File: config.mk
export PLATFORM = sky130hd
export DESIGN_NAME = fetch_unit
export DESIGN_NICKNAME = d
export VERILOG_FILES = /design/src/rtl/fetch_unit.sv
export SDC_FILE = /design/constraint.sdc
export NUM_CORES = 1
export LEC_CHECK = 0
export BUFFER_PORTS_ARGS = -buffer_cell sky130_fd_sc_hd__buf_4
export CAP_MARGIN = 20
export CORE_MARGIN = 1.5
export CORE_UTILIZATION = 49
export CTS_BUF_LIST = sky130_fd_sc_hd__clkbuf_2 sky130_fd_sc_hd__clkbuf_4 sky130_fd_sc_hd__clkbuf_8
export DETAILED_ROUTE_END_ITERATION = 8
export HOLD_SLACK_MARGIN = 0.05
export PLACE_DENSITY_LB_ADDON = 0.3
export SETUP_SLACK_MARGIN = 0.2
export SYNTH_ARGS = -nofsm -noshare
export SYNTH_HDL_FRONTEND = slang
export SYNTH_SLANG_ARGS = --single-unit
export TNS_END_PERCENT = 1
File: constraint.sdc
create_clock -name clk -period 1.85 [get_ports clk]
set_clock_uncertainty 0.1 [all_clocks]
set_input_delay 0.555 -clock clk [delete_from_list [all_inputs] [get_ports clk]]
set_output_delay 0.555 -clock clk [all_outputs]
set_load 0.05 [all_outputs]
File: src/rtl/fetch_unit.sv
// Instruction fetch: owns the PC, fetches over a req/ack port and presents one instruction at a time with its PC and PC+2.
// Zero-wait memory gives one instruction per cycle (N wait states: one per N+1); backpressure on instr_ready holds the output and stops requests.
module fetch_unit #(
    parameter logic [15:0] RESET_PC = 16'h0000
) (
    input  logic        clk,
    input  logic        rst_n,
    output logic        imem_req,
    output logic [15:0] imem_addr,
    input  logic        imem_ack,
    input  logic [15:0] imem_rdata,
    input  logic        redirect,
    input  logic [15:0] redirect_pc,
    output logic        instr_valid,
    output logic [15:0] instr,
    output logic [15:0] instr_pc,
    output logic [15:0] instr_pc_inc,
    input  logic        instr_ready,
    output logic        halted
);

    typedef enum logic [1:0] {RUN, BUSY, STOP, HALTED} state_t;

    state_t      r_state;
    state_t      w_state_nxt;
    logic [15:0] r_pc;
    logic [15:0] r_kill_addr;
    logic [15:0] r_instr;
    logic [15:0] r_instr_pc;
    logic [15:0] r_instr_pc_inc;
    logic        r_kill;
    logic        r_instr_valid;
    logic        r_halted;
    logic        w_fire;
    logic        w_pending;
    logic        w_consume;
    logic        w_is_halt;
    logic        w_capture;

    assign imem_req  = ((r_state == RUN) && (!r_instr_valid || instr_ready)) || (r_state == BUSY);
    // A killed request keeps presenting its original address until it is acked.
    assign imem_addr = r_kill ? r_kill_addr : r_pc;

    assign w_fire    = imem_req && imem_ack;
    assign w_pending = imem_req && !imem_ack;
    assign w_consume = r_instr_valid && instr_ready;
    assign w_is_halt = (imem_rdata[15:11] == 5'b00000);
    assign w_capture = w_fire && !r_kill && !redirect;

    assign instr_valid  = r_instr_valid;
    assign instr        = r_instr;
    assign instr_pc     = r_instr_pc;
    assign instr_pc_inc = r_instr_pc_inc;
    assign halted       = r_halted;

    always_ff @(posedge clk or negedge rst_n) begin
        if (!rst_n) begin
            r_state  <= RUN;
            r_halted <= 1'b0;
        end else begin
            r_state <= w_state_nxt;
            if (w_state_nxt == HALTED) begin
                r_halted <= 1'b1;
            end
        end
    end

    always_comb begin
        w_state_nxt = r_state;
        if (r_state != HALTED) begin
            if (redirect) begin
                w_state_nxt = w_pending ? BUSY : RUN;
            end else if (w_fire) begin
                w_state_nxt = (!r_kill && w_is_halt) ? STOP : RUN;
            end else if ((r_state == RUN) && imem_req) begin
                w_state_nxt = BUSY;
            end else if ((r_state == STOP) && w_consume) begin
                w_state_nxt = HALTED;
            end
        end
    end

    always_ff @(posedge clk or negedge rst_n) begin
        if (!rst_n) begin
            r_pc           <= RESET_PC;
            r_kill_addr    <= RESET_PC;
            r_kill         <= 1'b0;
            r_instr_valid  <= 1'b0;
            r_instr        <= 16'h0800;
            r_instr_pc     <= RESET_PC;
            r_instr_pc_inc <= 16'(RESET_PC + 16'd2);
        end else if (r_state != HALTED) begin
            if (redirect) begin
                r_pc          <= redirect_pc;
                r_instr_valid <= 1'b0;
                r_kill        <= w_pending;
                if (w_pending && !r_kill) begin
                    r_kill_addr <= r_pc;
                end
            end else begin
                if (w_consume) begin
                    r_instr_valid <= 1'b0;
                end
                if (w_fire && r_kill) begin
                    r_kill <= 1'b0;
                end
                if (w_capture) begin
                    r_instr        <= imem_rdata;
                    r_instr_pc     <= r_pc;
                    r_instr_pc_inc <= r_pc + 16'd2;
                    r_instr_valid  <= 1'b1;
                    r_pc           <= r_pc + 16'd2;
                end
            end
        end
    end

endmodule
* Yosys cells after proc, flatten, opt, wreduce, memory -nomap -nowiden
Cells that the tools add are included.
Storage, ports and cells: bits of input ports 37, register bits 85, logic and storage cells 57
Operators by class: muxes and demuxes 15, bitwise operators 1, equal/unequal tests 4, reductions and logical operators 27, add/subtract/negate cells 1
Operators by type and width (count):
- $mux W16 | 3
- $add A16 B2 Y16 const B | 1
- $mux W2 | 6
- $logic_and A1 B1 Y1 | 11
- $mux W1 | 6
- $reduce_and A2 Y1 | 3
- $reduce_and A3 Y1 | 2
- $logic_not A5 Y1 | 1
- $eq A2 B2 Y1 const B | 2
- $logic_not A1 Y1 | 4
- $reduce_bool A2 Y1 | 2
- $reduce_bool A3 Y1 | 1
- $eq A2 B1 Y1 const B | 1
- $logic_not A2 Y1 | 1
- $logic_or A1 B1 Y1 | 2
- $ne A2 B2 Y1 const B | 1
- $not A1 Y1 | 1

* Longest topological paths before layout
Gate-level depths: netlist of run 1.
depth in word-level cells 10, gate-level depth with buffers 7

* Worst setup path after synthesis of run 1
OpenSTA, ideal clock, no wires.
path kind flip-flop to output port, start point register r_kill, end point output port imem_addr[10], cell stages (with the launch flop) 4, path slack -644 ps, data required time 1195 ps, arrival 1839 ps, cells stage by stage dfrtp_1 -> clkbuf_1 -> clkbuf_1 -> o21ai_0
On the way: word-level cells in the longest chain between the ends 1
RTL lines:
- start, declared | RTL line 31 | logic r_kill;
- start signal, assigned | RTL line 96 | r_kill <= w_pending;
- $mux W16 | RTL line 42 | assign imem_addr = r_kill ? r_kill_addr : r_pc;
- end, declared | RTL line 9 | output logic [15:0] imem_addr,
Every way passes these cells.

* Worst setup path in the final report of run 1
start point register r_kill, end point output port imem_addr[8]
The elaborated chain is that of the path after synthesis.

==> flow_summary.ini, run 1 <==
[floorplanning]
core-area_um2 = 7690
start_util = 0.503
die_w_um = 91.8
dieHeight_um = 91.8
dieArea_um2 = 8430
core.rowCount = 32
io_pins = 104

[global_route]
grt_pass1_wl_mm = 17.2
grt_antenna_before_repair = 0
grt_pass1_vias = 3478
grt-ovfl-total = 0
track_usage = 0.264
grt_max_degree = 34

[clock_network]
clockBufferDepth = 2
cts.sinks = 84
root_buffer = clkbuf_8
clkTransAtPathRegs_ns = 0.08
cts_tree = built
insertion_delay_ns = 0.35
cts_buffers = 9
htreeDepth = 3

[layout]
mostFrequentLayoutCells = buf_4, nand2_1, dfrtp_1
antenna_cells = 0
finalNonFillerCells = 638
finalNetCount = 569
layout-drive-gt1-share = 0.476
area_growth_pct = 48.8
final_common_cell = buf_4

[placed_design]
dp.cells = 617
dp_hpwl_mm = 7.26
gp_congestion = 0.886
port_buffers = 103

[routing]
drt-pass1-iter-count = 4
first_iter_violations = 159
finalWirelength_mm = 10.8
wl_per_cell_um = 16.9
post-route-drc-count = 0
viasPerCell = 5.40
vias = 3448
ant_nets = 0

[sta]
maxSlewHeadroom = 0.756
setup_viol = 29
final_hold_viol_count = 0
period_needed_ns = 2.11
tightest_slew_ns = 0.364
fmax_mhz = 473
fin_crit_sh = 1.14
grt_setup_unrepaired = true
hold_ws_ns = 0.286
report.final.slew_viol_count = 0
layout_setup_ws_ns = -0.265

[synthesis]
netlist_instances = 395
avgSynthCellArea_um2 = 9.79
netlist_area_um2 = 3870
synth_edf_count = 0
ys_seq_area_frac = 0.544
synth_ff_type = dfrtp_1
syn_nets = 433
yosys_warnings = 0
synthArstFlopShare = 1.00
synth_cell_types = 49
synth-seq-cells = 84

[critical_path]
crit_path_start = r_kill$_DFFE_PN0P_
r2r-start = r_kill$_DFFE_PN0P_
cp_max_fo = 5
end_kind = output port
worstPathRequired_ns = 1.19
reg2reg_to = r_pc[8]$_DFFE_PN0P_
cp-endpoint = imem_addr[8]
path_class = register to output port
regToRegSetupSlack_ns = -0.13
r2r_cells = 6
cp.arrival_ns = 1.46
worstSetupStartpointType = register

[power_and_ir_drop]
p_per_area_nw_per_um2 = 1260
vdd_ir_drop_max_mv = 0.841
leakage_nw = 2.77
p_total_mw = 7.23

[min_path]
hp-class = input pin to register

[run_status]
status = finished with violations
violations = setup timing

[job]
maxCapViolCount = 0
==> state kept, by name (all words and copies together), names as in the netlist <==
name          flops
r_state           2
halted            1
instr_pc_inc     15
instr            16
r_kill_addr      16
r_kill            1
instr_pc         16
instr_valid       1
r_pc             16
==> synth_stat cells, types with 3 or more instances <==
cell type,instances,area [um2]
a21o_1,3,22.5
a21oi_1,10,50.1
a22oi_1,3,22.5
buf_2,7,35.0
buf_4,6,45.0
clkbuf_1,11,41.3
dfrtp_1,82,2050
inv_1,7,26.3
mux2_1,10,113
mux2_2,18,203
mux2i_1,3,30.0
nand2_1,123,462
nand3_1,8,40.0
nor2_1,10,37.5
nor3_1,6,30.0
nor4_1,6,37.5
o21ai_0,34,170
xnor2_1,11,96.3
==> per-layer routing <==
metal  GRT usage  part of all wire
met5           0                 0
met4      0.0833             0.012
met3      0.0630             0.045
met2       0.427              0.50
met1       0.351              0.44
==> where the power goes <==
part / leakage, nW / total (mW) / internal [mW] / switching [mW]
logic: 1.65 / 3.27 / 1.27 / 2.00
registers: 1.02 / 2.63 / 2.27 / 0.357
clock network: 0.0994 / 1.33 / 0.689 / 0.642
total: 2.77 / 7.23 / 4.23 / 3.00
==> worst max-delay path, stage by stage, from the launching register on <==
cell	delay, ns
dfrtp_2	0.48
buf_8	0.17
mux2_4	0.31
buf_8	0.15
==> what timing repair did <==
action | in CTS | in global routing
hold buffers | 1 | 0
endpoints found under the hold margin | 23 | 0
setup endpoints to repair | 100 | 107
resized for setup | 105 | 38
setup buffers | 3 | 0
gates cloned | 1 | 0
pin swaps | 35 | 7
==> per-stage QoR <==
step	utilization	area (um2)	setup WS, ns	TNS (ns)
finish	0.748	5750	-0.265	-4.65
global placement	0.658	5050	-0.147	-8.43
global route	0.748	5750	-0.306	-6.85
detailed placement	0.658	5050	-0.222	-10.74
floorplan	-	3890	-0.218	-4.70
CTS	0.730	5620	-0.268	-4.32
==> cell type report <==
cell class / instances / area, um2
sequential: 84 / 2110
fill: 547 / 1930
multi-input combinational: 277 / 1880
timing repair buffer: 151 / 1410
clock buffer: 12 / 153
tap: 102 / 128
clock inverter: 4 / 50.0
inverter: 8 / 30.0
==> logic make-up (layout without fill, tap and decap cells) <==
group | after synthesis | after routing | synth area share
multiplexers | 31 | 31 | 0.0893
AND/OR/NAND/NOR | 168 | 168 | 0.192
XOR/XNOR | 12 | 12 | 0.0272
buffers and inverters | 34 | 175 | 0.0430
AO/OA/AOI/OAI | 65 | 65 | 0.101
adder cells (fa/ha/maj) | 1 | 1 | 0.00323
flip-flops | 84 | 84 | 0.544
==> worst min path at each step <==
stage	slack [ns]	startpoint	to	cells after the start
2_1_floorplan	0.16	rst_n	halted$_DFFE_PN0N_	0
3_3_place_gp	0.35	instr[11]$_DFFE_PN1P_	instr[11]$_DFFE_PN1P_	2
3_5_place_dp	0.36	instr[11]$_DFFE_PN1P_	instr[11]$_DFFE_PN1P_	2
4_1_cts	0.28	imem_rdata[6]	instr[6]$_DFFE_PN0P_	3
5_1_grt	0.28	imem_rdata[0]	instr[0]$_DFFE_PN0P_	3
6_report	0.29	imem_rdata[7]	instr[7]$_DFFE_PN0P_	3
Note: power is estimated with default switching activity, not from simulation.
==> run 2: changes to the inputs <==
clock period = 1.89 ns   (was 1.85 ns; I/O delays follow)
==> run 2 against run 1 <==
Net effect:
- hold slack better by 0.014 ns
- worst setup slack better by 0.034 ns
- the flow still finishes with violations (setup timing)
- register-to-register slack better by 0.10 ns
- global-route usage down 0.43 points
- non-clock buffer count unchanged
- sequential power down 4%
- power down 6.1%
- sequential share of layout area up 0.59 points
==> flow_summary.ini, run 2 (same netlist as run 1, synthesis figures left out) <==
[sta]
fin_crit_sh = 1.12
layout_setup_ws_ns = -0.231
period_needed_ns = 2.12
maxSlewHeadroom = 0.714
grt_setup_unrepaired = true
tightest_slew_ns = 0.426
fmax_mhz = 471
hold_ws_ns = 0.300
final_hold_viol_count = 0
setup_viol = 25
report.final.slew_viol_count = 0

[layout]
layout-drive-gt1-share = 0.432
final_area_um2 = 5660
mostFrequentLayoutCells = nand2_1, buf_4, dfrtp_1
final_common_cell = nand2_1
antenna_cells = 0
area_growth_pct = 46.4
finalNetCount = 569
n_fill_cell = 538
fin_util = 0.736

[global_route]
grt-ovfl-total = 0
track_usage = 0.259
grt_pass1_wl_mm = 17.3
grt_antenna_before_repair = 0
grt_max_degree = 34
grt_pass1_vias = 3542

[critical_path]
cp_max_fo = 7
worstPathRequired_ns = 1.22
path_class = register to output port
worstSetupStartpointType = register
end_kind = output port
cp.arrival_ns = 1.45
crit_path_max_incr_delay_ns = 0.46
reg2reg_to = r_kill_addr[0]$_DFFE_PN0P_
path_cells = buf_8 -> mux2_4 -> buf_6
r2r_cells = 5
regToRegSetupSlack_ns = -0.03
r2r-start = instr_valid$_DFFE_PN0P_
crit_path_top_delay_cell = dfrtp_2

[min_path]
min_from = imem_rdata[11]
hp-class = input pin to register
min_to = instr[11]$_DFFE_PN1P_
min_path_cells = 3

[routing]
finalWirelength_mm = 10.4
first_iter_violations = 175
drt-pass1-iter-count = 4
wl_per_cell_um = 16.3
post-route-drc-count = 0
vias = 3385
viasPerCell = 5.31
ant_nets = 0

[floorplanning]
core-area_um2 = 7690
dieArea_um2 = 8430
die_w_um = 91.8
io_pins = 104
core.rowCount = 32
dieHeight_um = 91.8
start_util = 0.503

[job]
maxCapViolCount = 0

[placed_design]
port_buffers = 103
dp_hpwl_mm = 7.29
gp_congestion = 0.891
placement.cell_area_um2 = 5060

[power_and_ir_drop]
p_seq_frac = 0.373
leakage_nw = 2.75
vdd_ir_drop_max_mv = 0.609
combPwrFrac = 0.460
p_total_mw = 6.79
swShare = 0.423
p_int_mw = 3.92
power_switching_mw = 2.88
clkPwrFrac = 0.166
p_per_area_nw_per_um2 = 1200

[clock_network]
cts_tree = built
cts_buffers = 9
clkTransAtPathRegs_ns = 0.09
htreeDepth = 3
cts.sinks = 84
clockBufferDepth = 2
insertion_delay_ns = 0.36
root_buffer = clkbuf_8

[run_status]
violations = setup timing
status = finished with violations
run 2: cell types whose count changed in the layout (fill, tap and decap cells not counted), moves of 2 or more:
cell,change
buf_4,+2
buf_8,-3
clkbuf_4,-2
clkinv_2,+3
clkinvlp_4,-2
mux2_1,-2
nand2_1,+28
nand2_2,-27
o21ai_0,+6
o21ai_1,-4
o21ai_2,-2
run 2: how the worst max path moves through the flow:
stage / startpoint / end / slack (ns) / depth (start not counted)
2_1_floorplan: instr_valid$_DFFE_PN0P_ / r_kill_addr[5]$_DFFE_PN0P_ / -0.18 / 5
3_3_place_gp: redirect / r_kill_addr[2]$_DFFE_PN0P_ / -0.13 / 6
3_5_place_dp: redirect / r_kill_addr[6]$_DFFE_PN0P_ / -0.18 / 6
4_1_cts: r_kill$_DFFE_PN0P_ / imem_addr[3] / -0.23 / 3
5_1_grt: r_kill$_DFFE_PN0P_ / imem_addr[5] / -0.27 / 4
6_report: r_kill$_DFFE_PN0P_ / imem_addr[8] / -0.23 / 3
run 2: area by class of cell:
class	instances	area (um2)	share of cell area
repair buffers	151	1390	0.245
multi-input cells	277	1840	0.325
well taps	102	128	0.0225
clock buffers	10	138	0.0243
flip-flops and latches	84	2110	0.373
inverters	8	30.0	0.00530
clock inverters	5	28.8	0.00508
run 2: through the flow:
stage | std cells | TNS, ns | worst slack [ns]
3_3_place_gp | 618 | -6.19 | -0.125
3_5_place_dp | 618 | -8.60 | -0.180
2_1_floorplan | 395 | -3.24 | -0.178
6_report | 637 | -3.52 | -0.231
4_1_cts | 636 | -3.47 | -0.227
5_1_grt | 637 | -5.24 | -0.275
run 2: power groups by stage:
| stage | clock network, mW | logic [mW] | registers [mW] |
|---|---|---|---|
| 2_1_floorplan | 0 | 1.02 | 3.34 |
| 3_3_place_gp | 0 | 2.75 | 2.51 |
| 3_5_place_dp | 0 | 2.80 | 2.53 |
| 4_1_cts | 1.14 | 3.09 | 2.52 |
| 5_1_grt | 1.23 | 3.30 | 2.59 |
| 6_report | 1.13 | 3.13 | 2.53 |
run 2: what timing repair did:
action	4_1_cts	5_1_grt
setup buffers	2	1
endpoints found under the hold margin	23	0
endpoints found under the setup margin	99	100
hold buffers	1	0
pin swaps	6	6
gates resized for setup	82	27
run 2: per-layer routing:
metal | wire length, um | vias to the layer above | track usage
li1 | - | 1606 | -
met1 | 4460 | 1669 | 0.353
met2 | 5250 | 96 | 0.417
met3 | 482 | 14 | 0.0506
met4 | 160 | 0 | 0.0872
met5 | 0 | - | 0
run 2: worst max-delay path, delay by kind of cell, from the launching register on:
family,cells,cell delay (ns)
mux,1,0.31
buf+inv,2,0.32
flops,1,0.46
